$ cat src/rtl/pixel_phrase_builder.sv
// pixel_phrase_builder
// Packs RGB565 camera pixels into 128-bit phrases of eight pixels and
// queues completed phrases in a small FIFO that feeds an AXI-Stream master.
// Pixels are discarded until a frame-start (tuser) pixel has been seen.
// When the FIFO is full and not draining, new phrases are dropped and
// counted.
//
// state | meaning
// ------+----------------------------------------------------------
// SYNC  | waiting for a frame-start pixel; every other pixel is discarded
// PACK  | accumulating pixels into the current phrase at the slot counter

module pixel_phrase_builder #(
  parameter int BUF_DEPTH = 4
) (
  input  logic                       clk_in,
  input  logic                       rst_n_in,
  input  logic [15:0]                pixel_data_in,
  input  logic                       pixel_valid_in,
  input  logic                       pixel_tuser_in,
  output logic [127:0]               phrase_axis_data,
  output logic                       phrase_axis_tuser,
  output logic                       phrase_axis_valid,
  input  logic                       phrase_axis_ready,
  input  logic                       clear_in,
  output logic                       overflow_out,
  output logic [15:0]                drop_count_out,
  output logic [$clog2(BUF_DEPTH):0] buf_level_out
);

  localparam int PW = $clog2(BUF_DEPTH);
  localparam int LW = PW + 1;

  // Reject depths the pointer arithmetic cannot support.
  if (BUF_DEPTH < 2 || (BUF_DEPTH & (BUF_DEPTH - 1)) != 0) begin : g_bad_depth
    $error("pixel_phrase_builder: BUF_DEPTH must be a power of two >= 2");
  end

  typedef enum logic {
    ST_SYNC = 1'b0,
    ST_PACK = 1'b1
  } state_t;

  // Release of the async reset is retimed by one flop; pixel intake is held
  // off until it is set, so the first pixel accepted is the one on the second
  // rising edge after release.
  logic run_q, run_d;

  state_t         state_q, state_d;
  logic [2:0]     slot_q, slot_d;
  logic [111:0]   part_q, part_d;      // slots 0..6; slot 7 goes straight to the FIFO
  logic           first_q, first_d;    // current phrase carries the frame-start pixel

  logic [127:0]   mem_q    [BUF_DEPTH];
  logic [127:0]   mem_d    [BUF_DEPTH];
  logic           mem_tu_q [BUF_DEPTH];
  logic           mem_tu_d [BUF_DEPTH];
  logic [PW-1:0]  wr_ptr_q, wr_ptr_d;
  logic [PW-1:0]  rd_ptr_q, rd_ptr_d;
  logic [LW-1:0]  level_q, level_d;

  logic           ovf_q, ovf_d;
  logic [15:0]    drop_cnt_q, drop_cnt_d;

  logic           accept;
  logic           push;
  logic [127:0]   push_data;
  logic           push_tu;
  logic           pop;
  logic           full;
  logic           drop;
  logic           wr_en;

  assign accept = run_q & pixel_valid_in;

  // Reset-release retiming flop.
  always_comb begin
    run_d = 1'b1;
  end

  // FSM state register.
  always_ff @(posedge clk_in or negedge rst_n_in) begin
    if (!rst_n_in) begin
      state_q <= ST_SYNC;
    end else begin
      state_q <= state_d;
    end
  end

  // FSM next state: only a frame-start pixel moves SYNC to PACK; PACK is
  // left only through reset.
  always_comb begin
    state_d = state_q;
    if (accept && pixel_tuser_in) begin
      state_d = ST_PACK;
    end
  end

  // FSM outputs: slot placement, phrase completion and frame-start tagging.
  always_comb begin
    slot_d    = slot_q;
    part_d    = part_q;
    first_d   = first_q;
    push      = 1'b0;
    push_data = {pixel_data_in, part_q};
    push_tu   = first_q;
    if (accept) begin
      if (pixel_tuser_in) begin
        // A frame start abandons any partial phrase and restarts at slot 0.
        part_d[15:0] = pixel_data_in;
        slot_d       = 3'd1;
        first_d      = 1'b1;
      end else if (state_q == ST_PACK) begin
        if (slot_q == 3'd7) begin
          push    = 1'b1;
          first_d = 1'b0;
        end else begin
          for (int k = 0; k < 7; k++) begin
            if (slot_q == 3'(k)) begin
              part_d[16*k +: 16] = pixel_data_in;
            end
          end
        end
        slot_d = slot_q + 3'd1;
      end
    end
  end

  // Packing datapath registers.
  always_ff @(posedge clk_in or negedge rst_n_in) begin
    if (!rst_n_in) begin
      run_q   <= 1'b0;
      slot_q  <= 3'd0;
      part_q  <= '0;
      first_q <= 1'b0;
    end else begin
      run_q   <= run_d;
      slot_q  <= slot_d;
      part_q  <= part_d;
      first_q <= first_d;
    end
  end

  assign phrase_axis_valid = (level_q != '0);
  assign phrase_axis_data  = mem_q[rd_ptr_q];
  assign phrase_axis_tuser = mem_tu_q[rd_ptr_q];
  assign buf_level_out     = level_q;

  assign pop   = phrase_axis_valid & phrase_axis_ready;
  assign full  = (level_q == LW'(BUF_DEPTH));
  // With a simultaneous pop the head slot is freed on the same edge, so a
  // full buffer can still accept the new phrase into the slot being vacated.
  assign drop  = push & full & ~pop;
  assign wr_en = push & ~drop;

  // FIFO next state: write at the tail, advance head on pop, track occupancy.
  always_comb begin
    mem_d    = mem_q;
    mem_tu_d = mem_tu_q;
    wr_ptr_d = wr_ptr_q;
    rd_ptr_d = rd_ptr_q;
    level_d  = level_q;
    if (wr_en) begin
      mem_d[wr_ptr_q]    = push_data;
      mem_tu_d[wr_ptr_q] = push_tu;
      wr_ptr_d           = wr_ptr_q + PW'(1);
    end
    if (pop) begin
      rd_ptr_d = rd_ptr_q + PW'(1);
    end
    case ({wr_en, pop})
      2'b10:   level_d = level_q + LW'(1);
      2'b01:   level_d = level_q - LW'(1);
      default: level_d = level_q;
    endcase
  end

  // FIFO storage and pointers; entries are cleared so the outputs read zero
  // during reset.
  always_ff @(posedge clk_in or negedge rst_n_in) begin
    if (!rst_n_in) begin
      for (int i = 0; i < BUF_DEPTH; i++) begin
        mem_q[i]    <= '0;
        mem_tu_q[i] <= 1'b0;
      end
      wr_ptr_q <= '0;
      rd_ptr_q <= '0;
      level_q  <= '0;
    end else begin
      mem_q    <= mem_d;
      mem_tu_q <= mem_tu_d;
      wr_ptr_q <= wr_ptr_d;
      rd_ptr_q <= rd_ptr_d;
      level_q  <= level_d;
    end
  end

  // Overflow status: a drop wins over a clear in the same cycle so the event
  // is never lost.
  always_comb begin
    ovf_d      = ovf_q;
    drop_cnt_d = drop_cnt_q;
    if (clear_in) begin
      ovf_d      = drop;
      drop_cnt_d = {15'd0, drop};
    end else if (drop) begin
      ovf_d = 1'b1;
      if (drop_cnt_q != 16'hFFFF) begin
        drop_cnt_d = drop_cnt_q + 16'd1;
      end
    end
  end

  // Overflow status registers.
  always_ff @(posedge clk_in or negedge rst_n_in) begin
    if (!rst_n_in) begin
      ovf_q      <= 1'b0;
      drop_cnt_q <= 16'd0;
    end else begin
      ovf_q      <= ovf_d;
      drop_cnt_q <= drop_cnt_d;
    end
  end

  assign overflow_out   = ovf_q;
  assign drop_count_out = drop_cnt_q;

endmodule

$ cat config.mk
export PLATFORM = sky130hd
export DESIGN_NAME = pixel_phrase_builder
export DESIGN_NICKNAME = d
export VERILOG_FILES = /design/src/rtl/pixel_phrase_builder.sv
export SDC_FILE = /design/constraint.sdc
export NUM_CORES = 1
export LEC_CHECK = 0
export BUFFER_PORTS_ARGS = -buffer_cell sky130_fd_sc_hd__buf_2
export CAP_MARGIN = 10
export CORE_MARGIN = 3
export CORE_UTILIZATION = 36
export DETAILED_ROUTE_END_ITERATION = 8
export PLACE_DENSITY = 0.61
export SYNTH_ARGS = -nofsm -noshare
export SYNTH_HDL_FRONTEND = slang
export SYNTH_SLANG_ARGS = --single-unit
$ cat constraint.sdc
create_clock -name clk_in -period 2 [get_ports clk_in]
set_input_delay 0.5 -clock clk_in [delete_from_list [all_inputs] [get_ports clk_in]]
set_output_delay 0.5 -clock clk_in [all_outputs]
set_load 0.1 [all_outputs]
==> metrics.cfg <==
[run_status]
status = finished with violations
failed_checks = setup timing

[floorplan]
start_util_pct = 36.8
io_pins = 172
die_x_um = 286
coreArea_um2 = 76700
num_rows = 101
die-area_um2 = 81700
die_h_um = 286

[synthesis]
synthCells = 1677
yosys-top-cells-count = 658 x dfrtp_1, 471 x mux2_1, 158 x mux2_2
yosysWarnings = 0
syn-num-nets = 1712
avgSynthCellArea_um2 = 16.8
synthTopCellsByArea = dfrtp_1 58%, mux2_1 19%, mux4_2 10%
yosysMostFrequentCell = dfrtp_1
synth_edf_count = 0
synth_top_area_share_pct = 58.4
synth_top_area_cell = dfrtp_1
postSynth.asyncResetShare_pct = 100
synth_cell_type_count = 56
netlist_area_um2 = 28200
ys_seq_area_share_pct = 58.4
synth_flop_cell = dfrtp_1
ys_ff_latch = 658

[setup_path]
crit_fanout = 9
cp-end-kind = output pin
cp_top_family = multiplexers
path_cells = buf_12 -> buf_16 -> mux4_2 -> buf_12
path_class = flip-flop to output pin
critical_path_buf_inv_count = 3
crit_top_cell = buf_12
start_kind = flip-flop
critPathArrivalTime_ns = 2.26
crit_path_max_incr_delay_ns = 0.60
slowest_stage = mux4_2
worstPathRequired_ns = 1.50

[sta]
fin_skew_ns = 0.0268
drv_slew = 0
min_period_over_period_pct = 138
fmax_mhz = 362
worst_slew_pin_slew_ns = 0.683
finalSetupViolations = 678
relSlewSlack_pct = 54.5
grt_setup_unrepaired = true
min_period_ns = 2.76
setup_slack_ns = -0.761
finalHoldViolCount = 0

[cts]
ctsHtreeMaxLevel = 3
clkTransAtPathRegs_ns = 0.06
clock-root-buffer = clkbuf_16
cts_buffers = 73
cts.sinks = 658
insertion_delay_ns = 0.61
cts_buffer_depth = 3
cts_tree = done

[global_routing]
gr-total-overflow = 0
grt_antenna_before_repair = 10
grt_pass1_wl_um = 117000
grt_start_max_net_pins = 75
grt_pass1_vias = 17700
grt_usage_pct = 19.1

[place]
dpl_cell_area_um2 = 32400
gp_congestion = 0.786
portBuffers = 171
place_hpwl_um = 45500

[pwr]
p_comb_share_pct = 26.1
p_int_mw = 28.7
p_seq_share_pct = 40.1
powerDensity_nw_per_um2 = 1010
leakagePower_nw = 20.7
p_sw_share_pct = 30.5
max-vdd-ir-drop_uv = 979
p_total_mw = 41.2
switchingPower_mw = 12.6
pwr-share-clk_pct = 33.8

[routing]
drt_pre_antenna_iters = 5
wl_per_cell_um = 26.9
drtIter0Drc = 1007
drc_errors = 0
via_per_inst = 5.29
num_vias = 16800
drt_wl_total_um = 85400
antenna_left = 0

[layout]
fillers = 6010
drive_above_1_share_pct = 63.9
area_delta_synth_final_pct = 45.1
multi_input_area_um2 = 13300
postLayoutCellArea_um2 = 40900
fin_nets = 2121
seqCellArea_um2 = 16500

[worst_hold_path]
holdCritPathClass = input port to flip-flop

[run]
drv_cap = 0

==> layout by cell type (no fill, tap or decap), types with 4 or more instances in the layout <==
cell and n:
clkbuf_16 106, buf_2 27, bufinv_16 7, mux4_2 129
clkbuf_1 11, clkbuf_4 11, nand2_1 9, nor2_1 12
mux2_2 87, o21ai_0 4, dfrtp_4 15, clkbuf_8 18
clkinv_2 13, mux2_4 513, ha_1 9, nand2_8 11
inv_1 10, mux2_1 29, dfrtp_2 6, nand3_1 9
buf_16 45, buf_8 40, dfrtp_1 637, clkinvlp_4 6
nand4_1 4, xnor2_1 11, buf_6 77, buf_4 66
buf_12 149
==> final timing paths <==
| kind | endpoint | from | cells past startpoint | slack [ns] |
|---|---|---|---|---|
| min in group asynchronous | drop_count_out[12] | rst_n_in | 2 | 0.40 |
| hold / removal | slot_q[2] | pixel_tuser_in | 3 | 0.27 |
| max in group asynchronous | part_q[76] | rst_n_in | 4 | 0.73 |
| setup reg to reg | mem_q[133] | buf_level_out[0] | 10 | -0.26 |
| hold reg to reg | mem_q[356] | mem_q[356] | 1 | 0.49 |
| setup / recovery | phrase_axis_data[70] | rd_ptr_q[0] | 4 | -0.76 |
==> logic make-up (layout without fill, tap and decap cells) <==
family	count (synthesis)	count (layout)	synth area share (%)
adder cells (fa/ha/maj)	13	13	0.603
buffers and inverters	129	593	2.72
XOR/XNOR	14	14	0.435
other	1	4	0.0133
AND/OR/NAND/NOR	74	77	1.63
AO/OA/AOI/OAI	29	29	0.746
multiplexers	759	759	35.5
flip-flops	658	658	58.4
==> power groups by stage <==
stage	clock network, mW	registers [mW]	logic, mW
global placement	0	16.3	8.53
CTS	14.2	16.3	9.78
detailed placement	0	16.4	8.62
finish	14.0	16.5	10.7
floorplan	0	16.1	5.83
global route	14.8	16.8	11.3
==> layer usage <==
metal / track usage [%] / vias up / part of all wire [%]
li1: - / 7058 / -
met1: 27.0 / 9301 / 45
met2: 30.8 / 358 / 48
met3: 3.20 / 102 / 4.5
met4: 4.49 / 2 / 1.9
met5: 0 / - / 0.015
==> sequential cells by signal, indices dropped and copies added (netlist names), 2 cells and up <==
register / cells
drop_count_out: 16
slot_q: 3
wr_ptr_q: 2
mem_tu_q: 4
rd_ptr_q: 2
mem_q: 512
part_q: 112
buf_level_out: 3
==> stage by stage <==
stage	TNS (ns)	util [%]	hold slack [ns]	setup WS, ns	cells
floorplan	-6.61	-	0.204	-0.249	1677
global placement	-117.89	42.2	0.441	-0.231	2892
detailed placement	-127.41	42.2	0.436	-0.250	2892
CTS	-167.27	49.4	0.232	-0.813	3113
global route	-207.01	53.3	0.254	-0.818	3174
finish	-168.64	53.3	0.267	-0.761	3177
==> cell type report <==
cell class | instances | area share [%]
Timing Repair Buffer | 448 | 17.6
Sequential cell | 658 | 40.4
Multi-Input combinational cell | 893 | 32.6
Antenna cell | 3 | 0.0184
Inverter | 12 | 0.110
Clock buffer | 103 | 5.23
Tap cell | 1030 | 3.15
Clock inverter | 30 | 0.887
==> worst min-delay path, delay by kind of cell <==
family / cells / cell delay (ns)
buffers and inverters: 2 / 0.26
AO/OA/AOI/OAI: 1 / 0.06
==> what timing repair did <==
item | in CTS | in global routing
resized for setup | 383 | 557
endpoints found under the hold margin | 22 | 0
hold buffers | 1 | 0
cloned | 37 | 38
pin swaps | 7 | 24
setup buffers | 50 | 44
endpoints found under the setup margin | 737 | 771
Power figures use the tool's default switching activity.
